--- src/rtl/seat_alloc_scheduler.sv ---
// Seat-allocation scheduler: round-robin arbitration of entry/exit gate
// requests, admission checks (person type, capacity, window, alarm), and
// commit of per-event present counts and the total admitted count.
//
// Ports:
//   Clock              system clock, all state on posedge
//   Clear              synchronous active-low reset
//   Start              one-cycle pulse, opens/reloads the admission window
//   Alarm              emergency alarm level
//   Req/Dir            per-gate request and direction (1 = entry, 0 = exit)
//   PType/Event        per-gate person type and event select, 2 bits each
//   Grant              one-hot completion pulse for the served gate
//   Accept/Reject      outcome pulses, coincident with Grant
//   RejCode            reject reason, valid while Reject = 1
//   PC_out             per-event present counts, event e at [e*CAP_W +: CAP_W]
//   TC_out/TC_Ovf      total admitted count and sticky saturation flag
//   Full               per-event PC == MAX_CAP
//   WindowOpen         admission window active
//   EA_LED             Alarm delayed by one cycle
//   Busy               transaction in progress (EVAL or RESP)
module seat_alloc_scheduler #(
  parameter int unsigned NUM_GATES = 4,
  parameter int unsigned CAP_W     = 4,
  parameter int unsigned MAX_CAP   = 15,
  parameter int unsigned TC_W      = 6,
  parameter int unsigned WINDOW    = 15
) (
  input  logic                   Clock,
  input  logic                   Clear,
  input  logic                   Start,
  input  logic                   Alarm,
  input  logic [NUM_GATES-1:0]   Req,
  input  logic [NUM_GATES-1:0]   Dir,
  input  logic [2*NUM_GATES-1:0] PType,
  input  logic [2*NUM_GATES-1:0] Event,
  output logic [NUM_GATES-1:0]   Grant,
  output logic                   Accept,
  output logic                   Reject,
  output logic [1:0]             RejCode,
  output logic [4*CAP_W-1:0]     PC_out,
  output logic [TC_W-1:0]        TC_out,
  output logic                   TC_Ovf,
  output logic [3:0]             Full,
  output logic                   WindowOpen,
  output logic                   EA_LED,
  output logic                   Busy
);

  localparam int unsigned GW = (NUM_GATES > 1) ? $clog2(NUM_GATES) : 1;
  localparam int unsigned TW = $clog2(WINDOW + 1);
  localparam logic [CAP_W-1:0] CAP_MAX = CAP_W'(MAX_CAP);
  localparam logic [TC_W-1:0]  TC_SAT  = {TC_W{1'b1}};

  localparam logic [1:0] RC_FULL_EMPTY = 2'b00;
  localparam logic [1:0] RC_CLOSED     = 2'b01;
  localparam logic [1:0] RC_ALARM      = 2'b10;
  localparam logic [1:0] RC_INVALID    = 2'b11;

  typedef enum logic [1:0] {IDLE, EVAL, RESP} state_t;

  state_t                  state_q;
  logic [GW-1:0]           rr_q, win_q;
  logic                    dir_q;
  logic [1:0]              ptype_q, ev_q;
  logic [TW-1:0]           timer_q, timer_d;
  logic                    win_open_q;
  logic [3:0][CAP_W-1:0]   pc_q, pc_d;
  logic [TC_W-1:0]         tc_q, tc_d;
  logic                    ovf_q, ovf_d;
  logic [3:0]              full_q, full_d;
  logic [NUM_GATES-1:0]    grant_q;
  logic                    acc_q, rej_q, ea_q, busy_q;
  logic [1:0]              code_q;

  // Round-robin pick: rotate requests so the pointer gate sits at bit 0
  logic [2*NUM_GATES-1:0]  req_dbl;
  logic [GW-1:0]           pick_c;
  logic                    found;
  logic                    dir_sel;
  logic [1:0]              ptype_sel, ev_sel;

  always_comb begin
    req_dbl   = {Req, Req} >> rr_q;
    found     = 1'b0;
    pick_c    = rr_q;
    dir_sel   = 1'b0;
    ptype_sel = 2'b00;
    ev_sel    = 2'b00;
    for (int i = 0; i < int'(NUM_GATES); i++) begin
      if (!found && req_dbl[i]) begin
        found  = 1'b1;
        pick_c = GW'((int'(rr_q) + i) % int'(NUM_GATES));
      end
    end
    for (int g = 0; g < int'(NUM_GATES); g++) begin
      if (GW'(g) == pick_c) begin
        dir_sel   = Dir[g];
        ptype_sel = PType[2*g +: 2];
        ev_sel    = Event[2*g +: 2];
      end
    end
  end

  // Admission decision on the latched request
  logic             is_att, is_staff, dec_acc;
  logic [1:0]       dec_code;
  logic [CAP_W-1:0] pc_sel;

  always_comb begin
    is_att   = (ptype_q == 2'b00);
    is_staff = (ptype_q == 2'b11);
    pc_sel   = pc_q[ev_q];
    dec_acc  = 1'b0;
    dec_code = RC_FULL_EMPTY;
    if (!(is_att || is_staff)) begin
      dec_code = RC_INVALID;
    end else if (dir_q) begin
      if (Alarm)                          dec_code = RC_ALARM;
      else if (!win_open_q)               dec_code = RC_CLOSED;
      // Staff do not occupy seats, so only attendees can hit FULL
      else if (is_att && pc_sel == CAP_MAX) dec_code = RC_FULL_EMPTY;
      else                                dec_acc  = 1'b1;
    end else begin
      if (is_att && pc_sel == '0) dec_code = RC_FULL_EMPTY;
      else                        dec_acc  = 1'b1;
    end
  end

  // Counter and window next-state; commits only on the EVAL exit edge
  always_comb begin
    pc_d  = pc_q;
    tc_d  = tc_q;
    ovf_d = ovf_q;
    if (state_q == EVAL && dec_acc) begin
      if (is_att) pc_d[ev_q] = dir_q ? pc_sel + CAP_W'(1) : pc_sel - CAP_W'(1);
      if (dir_q) begin
        if (tc_q == TC_SAT) ovf_d = 1'b1;
        else                tc_d  = tc_q + TC_W'(1);
      end
    end
    for (int e = 0; e < 4; e++) full_d[e] = (pc_d[e] == CAP_MAX);
    // Start wins over the final decrement
    if (Start)              timer_d = TW'(WINDOW);
    else if (timer_q != '0) timer_d = timer_q - TW'(1);
    else                    timer_d = timer_q;
  end

  // FSM, counters and registered outputs
  always_ff @(posedge Clock) begin
    if (!Clear) begin
      state_q    <= IDLE;
      rr_q       <= '0;
      win_q      <= '0;
      dir_q      <= 1'b0;
      ptype_q    <= 2'b00;
      ev_q       <= 2'b00;
      timer_q    <= '0;
      win_open_q <= 1'b0;
      pc_q       <= '0;
      tc_q       <= '0;
      ovf_q      <= 1'b0;
      full_q     <= '0;
      grant_q    <= '0;
      acc_q      <= 1'b0;
      rej_q      <= 1'b0;
      code_q     <= 2'b00;
      ea_q       <= 1'b0;
      busy_q     <= 1'b0;
    end else begin
      ea_q       <= Alarm;
      timer_q    <= timer_d;
      win_open_q <= (timer_d != '0);
      pc_q       <= pc_d;
      tc_q       <= tc_d;
      ovf_q      <= ovf_d;
      full_q     <= full_d;
      grant_q    <= '0;
      acc_q      <= 1'b0;
      rej_q      <= 1'b0;
      code_q     <= 2'b00;
      case (state_q)
        IDLE: begin
          if (|Req) begin
            win_q   <= pick_c;
            dir_q   <= dir_sel;
            ptype_q <= ptype_sel;
            ev_q    <= ev_sel;
            busy_q  <= 1'b1;
            state_q <= EVAL;
          end
        end
        EVAL: begin
          grant_q <= NUM_GATES'(1) << win_q;
          acc_q   <= dec_acc;
          rej_q   <= !dec_acc;
          code_q  <= dec_acc ? 2'b00 : dec_code;
          state_q <= RESP;
        end
        RESP: begin
          rr_q    <= (win_q == GW'(NUM_GATES - 1)) ? '0 : win_q + GW'(1);
          busy_q  <= 1'b0;
          state_q <= IDLE;
        end
        default: begin
          busy_q  <= 1'b0;
          state_q <= IDLE;
        end
      endcase
    end
  end

  assign Grant      = grant_q;
  assign Accept     = acc_q;
  assign Reject     = rej_q;
  assign RejCode    = code_q;
  assign PC_out     = pc_q;
  assign TC_out     = tc_q;
  assign TC_Ovf     = ovf_q;
  assign Full       = full_q;
  assign WindowOpen = win_open_q;
  assign EA_LED     = ea_q;
  assign Busy       = busy_q;

endmodule

--- config.mk ---
export PLATFORM = sky130hd
export DESIGN_NAME = seat_alloc_scheduler
export DESIGN_NICKNAME = d
export VERILOG_FILES = /design/src/rtl/seat_alloc_scheduler.sv
export SDC_FILE = /design/constraint.sdc
export NUM_CORES = 1
export LEC_CHECK = 0
export CORE_ASPECT_RATIO = 0.5
export CORE_MARGIN = 3
export CORE_UTILIZATION = 45
export CTS_BUF_LIST = sky130_fd_sc_hd__clkbuf_8
export CTS_CLUSTER_SIZE = 12
export DETAILED_ROUTE_END_ITERATION = 8
export GPL_ROUTABILITY_DRIVEN = 1
export PLACE_DENSITY = 0.79
export SYNTH_ARGS = -nofsm -noshare
export SYNTH_HDL_FRONTEND = slang
export SYNTH_SLANG_ARGS = --single-unit
--- constraint.sdc ---
create_clock -name Clock -period 4.3 [get_ports Clock]
set_clock_uncertainty 0.1 [all_clocks]
set_input_delay 1.075 -clock Clock [delete_from_list [all_inputs] [get_ports Clock]]
set_output_delay 1.075 -clock Clock [all_outputs]
set_load 0.01 [all_outputs]
# Word-level counts from Yosys, hierarchy flattened
# Index checks and enable logic that the tools add are counted.
[word_totals]
ram_bits = 0
latchBits = 0
out_inout_bits = 38
register_bits = 53
romBits = 0
word_cells = 118
n_memories = 0
[op_classes]
n_lt_le_gt_ge = 2
n_eq_ne = 14
shifts = 2
mul = 0
add_sub_neg = 8
bitwise_logic = 3
muxes = 43
n_reduce_logical = 25
n_div = 0
[ops]
columns = ["op", "n"]
rows = [
  ["$mux W16", 2],
  ["$mux W2", 16],
  ["$eq A4 B4 Y1 const B", 5],
  ["$mux W4", 5],
  ["$bwmux W16", 1],
  ["$mux W1", 15],
  ["$bmux W4 S2", 1],
  ["$demux W4 S2", 1],
  ["$reduce_bool A4 Y1", 2],
  ["$shr A8 B2 Y4", 1],
  ["$sub A4 B1 Y4 const B", 2],
  ["$logic_and A1 B1 Y1", 7],
  ["$add A6 B1 Y6 const B", 1],
  ["$eq A2 B2 Y1 const B", 3],
  ["$eq A6 B6 Y1 const B", 1],
  ["$logic_not A2 Y1", 3],
  ["$reduce_and A2 Y1", 3],
  ["$reduce_and A3 Y1", 2],
  ["$add A2 B1 Y2 const B", 2],
  ["$add A2 B2 Y2 const B", 2],
  ["$add A4 B1 Y4 const B", 1],
  ["$eq A2 B2 Y1 const A", 2],
  ["$logic_not A1 Y1", 4],
  ["$logic_not A4 Y1", 1],
  ["other kinds (12)", 14],
]

# Longest topological paths before layout
# Gate-level depths: netlist (run 1).
[logic_depth]
word_depth = 16
mapped_depth = 10
depth_no_buf = 9

# Worst setup path after synthesis (run 1)
# OpenSTA, ideal clock, no wires.
[synth_path]
path_kind = "register -> register"
from = "reg ev_q[0]"
to = "reg full_q[3], in the netlist Full[3]"
arrival_ns = 2.399
path_stages_with_launch = 11
path_slack_ns = 1.730
path_buffers = 1
required_ns = 4.129
cell_sequence = "dfxtp_1 -> buf_4 -> mux2i_1 -> mux2_2 -> clkinv_1 -> ha_1 -> a21o_1 -> a31oi_1 -> xnor2_1 -> nand4_1 -> a21oi_1"
[synth_via]
elab_chain_len = 12
elab_cells_between_ends = 25
[synth_lines]
columns = ["item", "line", "source"]
rows = [
  ["start, declared", "64", "logic [1:0] ptype_q, ev_q;"],
  ["start signal, assigned", "187", "ev_q <= ev_sel;"],
  ["$bmux W4 S2", "112", "pc_sel = pc_q[ev_q];"],
  ["$mux W4 (not written as such)", "112", ""],
  ["$eq A4 B4 Y1", "121", "else if (is_att && pc_sel == CAP_MAX) dec_code = RC_FULL_EMPTY;"],
  ["$logic_and A1 B1 Y1", "121", ""],
  ["$mux W1", "121", ""],
  ["$mux W1", "119", "else if (!win_open_q) dec_code = RC_CLOSED;"],
  ["$mux W1", "118", "if (Alarm) dec_code = RC_ALARM;"],
  ["$mux W1", "117", "end else if (dir_q) begin"],
  ["$mux W1", "115", "if (!(is_att || is_staff)) begin"],
  ["$logic_and A1 B1 Y1", "134", "if (state_q == EVAL && dec_acc) begin"],
  ["$mux W16 (*)", "134", ""],
  ["$eq A4 B4 Y1 (*)", "141", "for (int e = 0; e < 4; e++) full_d[e] = (pc_d[e] == CAP_MAX);"],
  ["end signal, assigned", "176", "full_q <= full_d;"],
  ["end, declared", "70", "logic [3:0] full_q, full_d;"],
]
# Every way passes the cells marked *; elsewhere a longest branch is shown, timed or not. The select of a mux whose other input is x is not followed.
# A chain may end at the register's enable or synchronous reset.

# Worst setup path in the final report (run 1)
[layout_path]
from = "reg ev_q[0]"
to = "reg full_q[0], in the netlist Full[0]"
# Same word-level chain as after synthesis.

==> out/results.tsv, run 1 <==
metric	value	unit
status	finished clean	
ys_seq_elements	53	
crit_path_max_fanout	12	
gr-total-overflow	0	
synthArstFlopShare	0	%
drcViolationCount	0	
cts-root-buf	clkbuf_8	
antenna_cells	0	
clk_pin_slew	100	ps
cts_buffer_depth	2	
syn_inst	319	
met2_length	3240	um
htreeDepth	2	
worst-r2r-cell-count	9	
reg2reg_to	Full[0]$_SDFF_PN0_	
initial_utilization	48.9	%
period_minus_slack	3290	ps
max_freq	0.304	GHz
die_area	7330	um^2
power.density	341	nW/um^2
synth_area	2830	um^2
drtPass1Iterations	5	
syn_to_final_growth	28.1	%
cts-resized-gates	0	
synth_cell_types	57	
die_h	62.0	um
wl	7010	um
yosys_warnings	0	
hold_buffers	0	
holdPathStages	2	
min-delay-start	Busy$_SDFFE_PN0P_	
core	5780	um^2
ys_seq_area_share	37.5	%
multi_input_area	1620	um^2
antenna_found_initial	0	
worst_ep_arrival_time	3420	ps
reg2reg_from	ev_q[0]$_SDFFE_PN0P_	
r2r_slack	1010	ps
regArea	1060	um^2
slew_viol_final	0	
fillCellCount	491	
syn_nets	354	
rsz0062_at_grt	false	
via_count	2667	
start_kind	flip-flop	
drtIter0Drc	251	
synth_area_per_cell	8.86	um^2
port_buffers	65	
setup_viol	0	
grt_max_degree	34	
hold_class	reg2reg	
via_per_inst	5.82	
drt-met1-wl	3230	um
io_pins	66	
fin_tns_setup	0	ps
finalCritPeriodShare	76.4	%
grt.total_usage	19.6	%
die_w	118	um
rows	19	
max_cap_violations	0	
yosys_most_used_dff	dfxtp_1	
worst_pin_slew	1090	ps
leakage	0.00124	uW
slew_headroom	27.6	%
critPathRequiredTime	4430	ps
grt_pass1_wl	11700	um
peakVddDrop	0.155	mV
wl_per_cell	15.3	um
layout_commonest_cell	clkdlybuf4s50_1	
clk_latency	300	ps
clock_sinks	53	
cts_buffers	5	
min_to	Busy$_SDFFE_PN0P_	
synth_edf_count	0	
met3_length	496	um
finalHoldViolations	0	
layout_common_cells	clkdlybuf4s50_1, dfxtp_1, a21oi_1	
cts_tree	done	
hold_slack	375	ps
power.total	1240	uW
final_nets	408	
first_global_vias	2473	
gp_congestion	0.894	
end_kind	flip-flop	
crit_type	reg2reg	
post_cts_buffers	0	
drtAntennaViolNets	0	
drive_gt1_share	6.68	%
hpwl	5340	um
maxUsedRoutingLayer	met4	
[kinds of logic after synthesis]
| kind of cell | after synthesis | synth area share (%) |
|---|---|---|
| AO/OA/AOI/OAI | 106 | 26.3 |
| AND/OR/NAND/NOR | 104 | 20.8 |
| flip-flops | 53 | 37.5 |
| buffers and inverters | 33 | 5.18 |
| multiplexers | 11 | 5.27 |
| adder cells (fa/ha/maj) | 7 | 3.36 |
| XOR/XNOR | 5 | 1.55 |
[registers in the layout, summed over array words and instances (netlist names), 2 cells and up]
name and cells:
ptype_q 2, TC_out 6, Grant 4, Full 4
PC_out 16, win_q 2, rr_q 2, state_q 2
ev_q 2, RejCode 2, timer_q 4
[metrics by stage]
step	instance area [um^2]	setup WS (ps)	utilization [%]	cells
floorplan	2830	1730	-	319
detailed placement	3500	969	60.6	450
global route	3620	754	62.7	458
global placement	3500	1030	60.6	450
finish	3620	1010	62.7	458
CTS	3620	1060	62.7	458
[report_power, final]
part / switching [uW] / internal [uW] / total, uW
Clock: 164 / 189 / 353
Sequential: 37.1 / 517 / 554
Combinational: 196 / 132 / 328
[worst max-delay path by stage]
stage	startpoint	end	slack, ps	cells past startpoint
after global routing	ev_q[0]$_SDFFE_PN0P_	Full[1]$_SDFF_PN0_	750	9
final	ev_q[0]$_SDFFE_PN0P_	Full[0]$_SDFF_PN0_	1010	9
after detailed placement	Alarm	PC_out[0]$_SDFF_PN0_	970	6
after floorplan	ev_q[0]$_SDFFE_PN0P_	Full[3]$_SDFF_PN0_	1730	10
after CTS	ev_q[0]$_SDFFE_PN0P_	Full[0]$_SDFF_PN0_	1060	9
after global placement	Alarm	PC_out[8]$_SDFF_PN0_	1030	6
[routing by layer]
metal | up-vias | global-route usage, %
met5 | - | 0
met4 | 0 | 4.50
met3 | 4 | 4.79
met2 | 90 | 34.1
met1 | 1267 | 25.6
li1 | 1306 | -
[worst max-delay path, cell delays in order, from the launching register on]
cell and delay [ps]:
dfxtp_1 700, mux2i_1 240, mux2_2 260, clkinv_1 270, ha_1 420, a21o_1 130, a31oi_1 50, xnor2_1 650
nand4_1 170, a21oi_1 210
[cell usage after synthesis (2+ instances only)]
cell | number | share of area, %
and3b_1 | 2 | 0.62
a31oi_1 | 3 | 0.66
inv_1 | 11 | 1.5
and3_1 | 4 | 0.89
dfxtp_1 | 53 | 38
nor3b_1 | 4 | 1.1
xnor2_1 | 4 | 1.2
and4_1 | 4 | 1.2
or3_1 | 3 | 0.66
ha_1 | 6 | 2.7
clkinv_1 | 2 | 0.27
nand2_1 | 4 | 0.53
nor3_1 | 20 | 3.5
mux4_2 | 3 | 2.4
a21oi_1 | 34 | 6.0
o21ai_0 | 15 | 2.7
buf_4 | 3 | 0.80
nand3_1 | 18 | 3.2
buf_2 | 3 | 0.53
o21a_1 | 13 | 3.5
nand4_1 | 5 | 1.1
nor2b_1 | 5 | 1.1
o31a_1 | 3 | 0.93
clkbuf_1 | 13 | 1.7
nand2b_1 | 6 | 1.3
mux2i_1 | 7 | 2.5
o31ai_2 | 2 | 0.89
nand3b_1 | 4 | 1.1
a211o_1 | 2 | 0.62
o41ai_1 | 3 | 0.93
a211oi_1 | 10 | 2.7
a311oi_1 | 2 | 0.62
o31ai_1 | 6 | 1.6
nor2_1 | 17 | 2.3
o311ai_0 | 3 | 0.93
[final cells by class]
cell class                 instances  share of cell area, %
timing repair buffer              67                   18.4
clock buffer                       6                   2.28
multi-input combinational        233                   44.7
inverter                          13                   1.35
sequential                        53                   29.3
tap                               84                   2.90
clock inverter                     2                   1.04
No activity file was read; power rests on OpenSTA's default activity.
==> run 2, diff against run 1 <==
- clock period: 4.3 -> 3.2 ns (I/O delays scaled with it)
==> out/results.tsv, run 2 (synthesized netlist as in run 1, its figures left out) <==
metric	value	unit	change
path_cells	buf_4 > mux2i_1 > o22a_1 > o31ai_4 > o311ai_0 > o41ai_1		
drcViolationCount	0		unchanged
power.total	1590	uW	+28%
clock_sinks	53		unchanged
start_kind	flip-flop		
htreeDepth	2		unchanged
drtIter0Drc	241		-4.0%
antenna_cells	0		unchanged
drtPass1Iterations	5		unchanged
critPathRequiredTime	3300	ps	-1130 ps
path_buf_inv	1		unchanged
finalCritPeriodShare	86.8	%	+10 points
slowest_stage	o31ai_4		
leakage	0.00127	uW	+2.4%
slowest_delay	930	ps	+230 ps
largest_reg_flops	16		unchanged
slew_headroom	26.5	%	-1.1 points
path_delay_family	compound AO/OA/AOI/OAI gates		
hpwl	5520	um	+3.4%
syn_to_final_growth	29.0	%	
via_per_inst	5.82		-0.14%
cts-resized-gates	0		unchanged
post_cts_buffers	0		unchanged
combPwrFrac	30.0	%	+3.5 points
die_h	62.0	um	unchanged
initial_utilization	48.9	%	unchanged
grt_pass1_wl	11700	um	-0.64%
port_buffers	65		unchanged
via_count	2704		+1.4%
grt.total_usage	19.8	%	+0.11 points
cts_buffer_depth	2		unchanged
rsz0062_at_grt	false		
cts_tree	done		
worst_ep_arrival_time	2880	ps	-540 ps
core	5780	um^2	unchanged
die_area	7330	um^2	unchanged
clk_pin_slew	80	ps	-20 ps
layout_common_cells	clkdlybuf4s50_1, dfxtp_1, a21oi_1		
worst_pin_slew	1100	ps	+17.1 ps
rows	19		unchanged
hold_buffers	0		unchanged
cts_buffers	5		unchanged
p_clk_share	23.4	%	-5.2 points
p_seq_share	46.6	%	+1.7 points
wl_per_cell	15.7	um	+2.4%
drive_gt1_share	8.14	%	+1.5 points
setup_viol	0		unchanged
peakVddDrop	0.196	mV	+26%
io_pins	66		unchanged
layout_commonest_cell	clkdlybuf4s50_1		
crit_type	reg2reg		
p_switching	523	uW	+32%
switching_share	32.9	%	+0.82 points
period_minus_slack	2780	ps	-510 ps
finalHoldViolations	0		unchanged
drtAntennaViolNets	0		unchanged
wl	7280	um	+3.9%
intPower	1060	uW	+27%
status	finished clean		
antenna_found_initial	0		unchanged
clk_latency	300	ps	about the same
die_w	118	um	unchanged
end_kind	flip-flop		
max_cap_violations	0		unchanged
max_freq	0.360	GHz	+18%
multi_input_area	1620	um^2	unchanged
grt_max_degree	34		unchanged
slew_viol_final	0		unchanged
gr-total-overflow	0		unchanged
final_nets	416		+2.0%
fin_tns_setup	0	ps	unchanged
cts-root-buf	clkbuf_8		
crit_path_max_fanout	31		+19
first_global_vias	2464		-0.36%
gp_congestion	0.959		+7.3%
regArea	1060	um^2	unchanged
hold_class	reg2reg		
fillCellCount	498		+1.4%
power.density	435	nW/um^2	+28%
==> run 2: through the flow <==
step / setup WS (ps) / utilization (%) / cells / hold WS (ps) / cell area, um^2
3_3_place_gp: 398 / 61.6 / 458 / 352 / 3560
6_report: 423 / 63.1 / 465 / 382 / 3650
3_5_place_dp: 326 / 61.6 / 458 / 361 / 3560
4_1_cts: 496 / 63.1 / 465 / 387 / 3650
2_1_floorplan: 630 / - / 319 / 346 / 2830
5_1_grt: 192 / 63.1 / 465 / 405 / 3650
==> run 2: layer usage <==
layer / share of wire, % / track usage (%) / vias to the layer above
li1: - / - / 1322
met1: 47 / 25.8 / 1256
met2: 44 / 34.1 / 113
met3: 8.0 / 3.44 / 13
met4: 1.5 / 7.50 / 0
met5: 0 / 0 / -
==> run 2: power by group through the flow <==
stage	clock (uW)	sequential (uW)	combinational, uW
2_1_floorplan	0	743	323
3_3_place_gp	0	751	456
3_5_place_dp	0	753	469
4_1_cts	383	737	470
5_1_grt	399	744	522
6_report	372	739	476
==> run 2: cell type report <==
cell class                      count  area share [%]
Sequential cell                    53            29.1
Inverter                           13            1.34
Clock inverter                      1           0.103
Multi-Input combinational cell    233            44.4
Timing Repair Buffer               75            19.9
Tap cell                           84            2.88
Clock buffer                        6            2.26
==> run 2: final timing paths <==
kind                            cells past startpoint  slack, ps                endpoint                 start
worst max-delay path                                6        420  TC_out[3]$_SDFFE_PN0P_  ev_q[0]$_SDFFE_PN0P_
worst min-delay path                                1        380     TC_Ovf$_SDFFE_PN0P_   TC_Ovf$_SDFFE_PN0P_
worst max register to register                      6        420  TC_out[3]$_SDFFE_PN0P_  ev_q[0]$_SDFFE_PN0P_
worst min register to register                      1        380     TC_Ovf$_SDFFE_PN0P_   TC_Ovf$_SDFFE_PN0P_
==> run 3, diff against run 2 <==
- CTS_CLUSTER_DIAMETER: unset -> 150
==> results of run 3 <==
Same layout as run 2: the final DEF is identical, and so are final timing and power.
